`src/rtl/gpmc_frame_packer.sv`:
```
// Round-robin packer: merges per-channel 18-bit {eof,sof,data} line streams into 36-bit
// {occ,eof,sof,data} words, two lines per word. Define GPMC_PACK_STATS_EN to enable frame_count.
module gpmc_frame_packer #(
    parameter int NUM_CHAN = 4,
    parameter int CHAN_W   = 2,
    parameter int LE       = 1
) (
    input  logic                   clk,
    input  logic                   arst_n,
    input  logic                   clear,
    input  logic [NUM_CHAN*18-1:0] in_data,
    input  logic [NUM_CHAN-1:0]    in_src_rdy,
    output logic [NUM_CHAN-1:0]    in_dst_rdy,
    output logic [35:0]            out_data,
    output logic [CHAN_W-1:0]      out_chan,
    output logic                   out_src_rdy,
    input  logic                   out_dst_rdy,
    output logic [31:0]            frame_count
);

    typedef enum logic [1:0] {IDLE, LOW, HIGH} state_t;

    state_t            state;
    logic [CHAN_W-1:0] grant;
    logic [CHAN_W-1:0] rr_ptr;
    logic [CHAN_W-1:0] req_idx;
    logic [CHAN_W-1:0] cand;
    logic [CHAN_W-1:0] next_ptr;
    logic              req_found;
    logic [15:0]       half_data;
    logic              half_sof;
    logic [17:0]       line;
    logic              out_free;
    logic              take;
    logic [31:0]       word_pair;
    logic [31:0]       word_single;

    assign line     = in_data[32'(grant)*18 +: 18];
    assign out_free = !out_src_rdy || out_dst_rdy;
    assign take     = (state != IDLE) && out_free && in_src_rdy[grant];

    assign word_pair   = (LE != 0) ? {line[15:0], half_data} : {half_data, line[15:0]};
    assign word_single = (LE != 0) ? {16'h0000, line[15:0]} : {line[15:0], 16'h0000};

    // First requester at or after rr_ptr, wrapping modulo NUM_CHAN.
    always_comb begin
        req_found = 1'b0;
        req_idx   = '0;
        cand      = '0;
        for (int unsigned i = 0; i < NUM_CHAN; i++) begin
            cand = CHAN_W'((32'(rr_ptr) + i) % NUM_CHAN);
            if (!req_found && in_src_rdy[cand]) begin
                req_found = 1'b1;
                req_idx   = cand;
            end
        end
    end

    assign next_ptr = CHAN_W'((32'(req_idx) + 32'd1) % NUM_CHAN);

    always_comb begin
        in_dst_rdy = '0;
        if (state != IDLE && out_free)
            in_dst_rdy[grant] = 1'b1;
    end

    always_ff @(posedge clk or negedge arst_n) begin
        if (!arst_n) begin
            state       <= IDLE;
            grant       <= '0;
            rr_ptr      <= '0;
            half_data   <= '0;
            half_sof    <= 1'b0;
            out_data    <= '0;
            out_chan    <= '0;
            out_src_rdy <= 1'b0;
        end else if (clear) begin
            state       <= IDLE;
            rr_ptr      <= '0;
            half_data   <= '0;
            half_sof    <= 1'b0;
            out_src_rdy <= 1'b0;
        end else begin
            if (out_src_rdy && out_dst_rdy)
                out_src_rdy <= 1'b0;
            case (state)
                IDLE: begin
                    if (req_found) begin
                        grant  <= req_idx;
                        rr_ptr <= next_ptr;
                        state  <= LOW;
                    end
                end
                LOW: begin
                    if (take) begin
                        if (line[17]) begin
                            // eof on the first half: emit a half-filled word
                            out_data    <= {2'd2, 1'b1, line[16], word_single};
                            out_chan    <= grant;
                            out_src_rdy <= 1'b1;
                            state       <= IDLE;
                        end else begin
                            half_data <= line[15:0];
                            half_sof  <= line[16];
                            state     <= HIGH;
                        end
                    end
                end
                HIGH: begin
                    if (take) begin
                        out_data    <= {2'd0, line[17], half_sof, word_pair};
                        out_chan    <= grant;
                        out_src_rdy <= 1'b1;
                        state       <= line[17] ? IDLE : LOW;
                    end
                end
                default: state <= IDLE;
            endcase
        end
    end

`ifdef GPMC_PACK_STATS_EN
    always_ff @(posedge clk or negedge arst_n) begin
        if (!arst_n)
            frame_count <= '0;
        else if (clear)
            frame_count <= '0;
        else if (out_src_rdy && out_dst_rdy && out_data[33])
            frame_count <= frame_count + 32'd1;
    end
`else
    assign frame_count = '0;
`endif

endmodule
```
`config.mk`:
```
export PLATFORM = sky130hd
export DESIGN_NAME = gpmc_frame_packer
export DESIGN_NICKNAME = d
export VERILOG_FILES = /design/src/rtl/gpmc_frame_packer.sv
export SDC_FILE = /design/constraint.sdc
export NUM_CORES = 1
export LEC_CHECK = 0
export CORE_ASPECT_RATIO = 1.4
export CORE_MARGIN = 2
export CORE_UTILIZATION = 44
export CTS_BUF_LIST = sky130_fd_sc_hd__clkbuf_4 sky130_fd_sc_hd__clkbuf_8
export CTS_CLUSTER_DIAMETER = 80
export DETAILED_ROUTE_END_ITERATION = 7
export PLACE_DENSITY = 0.82
export SYNTH_ARGS = -nofsm -noshare
export SYNTH_HDL_FRONTEND = slang
export SYNTH_SLANG_ARGS = --single-unit
```
`constraint.sdc`:
```
create_clock -name clk -period 2.8 [get_ports clk]
set_input_delay 0.7 -clock clk [delete_from_list [all_inputs] [get_ports clk]]
set_output_delay 0.7 -clock clk [all_outputs]
set_load 0.05 [all_outputs]
```
==> flow_summary.toml <==
[clock_network]
postCtsSetupRepairBufs = 0
h-tree-depth = 3
cts_max_path_buffers = 2
cts_made_buffers = 9
cts_tree = "built"
clk_transition_reported_paths_ns = 0.07
root_buffer = "clkbuf_8"
cts.sinks = 61
ctsResizeCount = 0
ctsHoldBuffers = 0
clkLatencyLatePin_ns = 0.34

[pwr]
p_sw_mw = 2.18
p_clk_frac = 0.162
p_seq_frac = 0.262
p_leak_nw = 2.12
internal_power_mw = 2.66
power_density_nw_per_um2 = 938
ir_drop_uv = 679
swShare = 0.451
p_comb_frac = 0.576

[synth]
synth-edff-count = 0
syn_inst = 388
yosysUniqueCellTypes = 39
yosys_warnings = 0
ys_seq_area_frac = 0.415
synth.most_common_cell = "nand2_1"
ys.flop_type = "dfrtp_1"
synth_area_leaders = "dfrtp_1, mux4_2, nand2_1"
syn_area_per_cell_um2 = 9.48
yosys.area.top_type = "dfrtp_1"
async_flop_share = 1.00
netlist_area_um2 = 3680
ys_seq_elements = 61
synth_common_cells = "nand2_1, dfrtp_1, a21oi_1"
synth_top_area_frac = 0.415

[route]
initialDrtViolationCount = 256
num_vias = 3279
dr.pass1.iters = 4
via_per_inst = 5.33
routed_wirelength_um = 9750
routedWlPerCell_um = 15.8
drc = 0
ant_nets = 0

[global_routing]
grt_pass1_wl_um = 16100
globalRouteMet3Util = 0.0322
antenna_found_initial = 0
grt_max_degree = 37
grt_usage = 0.230
grt.busiest_layer = "met2"
grt_use_met1 = 0.269
grt_overflow = 0
grtUsageMet2 = 0.398
grt_pass1_vias = 3441

[setup_path]
worst-endpoint-arrival_ns = 1.99
path_max_fanout = 4
worstPathRequired_ns = 2.10
rr_startpoint = "grant[0]"
worstReg2RegEnd = "out_data[15]"
cp_cell_sequence = "clkdlybuf4s50_1 -> nor2b_1 -> nor2_1 -> and3_1 -> buf_12"
slowest_stage = "clkdlybuf4s50_1"
worstSetupEndpointType = "output port"
reg2reg_slack_ns = 0.41
reg2regPathDepth = 4
endpoint = "in_dst_rdy[3]"
max_stage_delay_ns = 0.41
start_kind = "input port"
crit_start = "out_dst_rdy"
critical_path_class = "input port to output port"

[placed_design]
hpwl_um = 7340
globalplace.congestion = 0.878
pre_cts_slack_ns = -0.180
numPortBuffers = 121

[timing]
relSlewSlack = 0.162
worst_pin_slew_ns = 1.25
worst_slack_ns = 0.108
setup_tns_ns = 0
max_freq_mhz = 371
period_minus_slack_ns = 2.69
period_share = 0.961
hold_viol_final = 0
setup_viol = 0
rsz0062_at_grt = "false"
clock_skew_ns = 0.00811
slew_viol_final = 0

[cells_and_area]
diodes = 0
area_growth_syn_to_layout_pct = 40.2
nNetsFinal = 592
final_core_util = 0.633
nFillCells = 649
drive_above_1_share = 0.135
multi_input_area_um2 = 1860
regArea_um2 = 1530

[floorplanning]
boundaryPins = 155
initial_core_util = 0.451
dieArea_um2 = 9120
die_h_um = 112
coreArea_um2 = 8150
die_x_um = 81.3
rows = 39

[run]
maxCapViolCount = 0

[run_status]
status = "finished, final reports clean"

[min_path]
hold_class = "input port to async pin"
-- registers in the layout, indices dropped and copies added (netlist names) --
signal       flops
out_data        35
state            2
out_src_rdy      1
half_sof         1
half_data       16
rr_ptr           2
out_chan         2
grant            2
-- kinds of logic (layout without fill, tap and decap cells) --
family	count (synthesis)	in the layout	share of synthesized area
AND/OR/NAND/NOR	142	142	0.165
AO/OA/AOI/OAI	87	87	0.159
buffers and inverters	69	162	0.115
flip-flops	61	61	0.415
multiplexers	23	23	0.129
adder cells (fa/ha/maj)	4	4	0.0136
other	1	33	0.00102
XOR/XNOR	1	1	0.00238
-- worst max-delay path: cells and delay by family --
| family | cells | cell delay (ns) |
|---|---|---|
| AND/OR/NAND/NOR | 3 | 0.73 |
| buffers and inverters | 2 | 0.56 |
-- worst min path at each step --
stage | from | end | slack [ns] | cells past startpoint
2_1_floorplan | arst_n | grant[0] | 0.40 | 0
3_3_place_gp | out_data[27] | out_data[27] | 0.49 | 1
3_5_place_dp | out_data[27] | out_data[27] | 0.49 | 1
4_1_cts | arst_n | out_data[23] | 0.41 | 1
5_1_grt | arst_n | out_data[23] | 0.42 | 1
6_report | arst_n | out_data[23] | 0.38 | 1
-- power groups by stage --
stage	registers [mW]	logic (mW)	clock network, mW
6_report	1.27	2.79	0.783
5_1_grt	1.30	2.96	0.839
4_1_cts	1.27	2.79	0.798
3_5_place_dp	1.28	2.79	0
3_3_place_gp	1.28	2.73	0
2_1_floorplan	1.77	1.45	0
-- layout make-up --
cell class	count	share of cell area
clock buffers	12	0.0296
clock inverters	4	0.00922
inverters	9	0.00655
multi-input cells	290	0.361
flip-flops and latches	61	0.296
well taps	102	0.0248
repair buffers	137	0.272
-- per-stage QoR --
| stage | instances | instance area, um2 | total power [mW] | hold WS [ns] |
|---|---|---|---|---|
| 3_5_place_dp | 599 | 4950 | 4.07 | 0.490 |
| 5_1_grt | 615 | 5150 | 5.10 | 0.419 |
| 4_1_cts | 615 | 5150 | 4.86 | 0.406 |
| 6_report | 615 | 5150 | 4.84 | 0.381 |
| 3_3_place_gp | 599 | 4950 | 4.01 | 0.491 |
| 2_1_floorplan | 420 | 3810 | 3.21 | 0.404 |
-- per-layer routing --
| metal | vias up | routed length [um] |
|---|---|---|
| li1 | 1526 | - |
| met1 | 1566 | 3550 |
| met2 | 159 | 5320 |
| met3 | 28 | 587 |
| met4 | 0 | 287 |
| met5 | - | 0 |
-- layout by cell type, fill, tap and decap left out, drive strengths merged, types with 3 or more instances in the layout --
cell / count
mux2: 4
a22o: 18
conb: 33
nor2: 27
buf: 21
inv: 9
nand3: 3
dfrtp: 61
clkdlybuf4s50: 116
o31a: 17
mux4: 19
o21ai: 6
nand2b: 4
clkbuf: 12
nand2: 93
ha: 4
a21oi: 40
(Power assumes the default switching activity.)
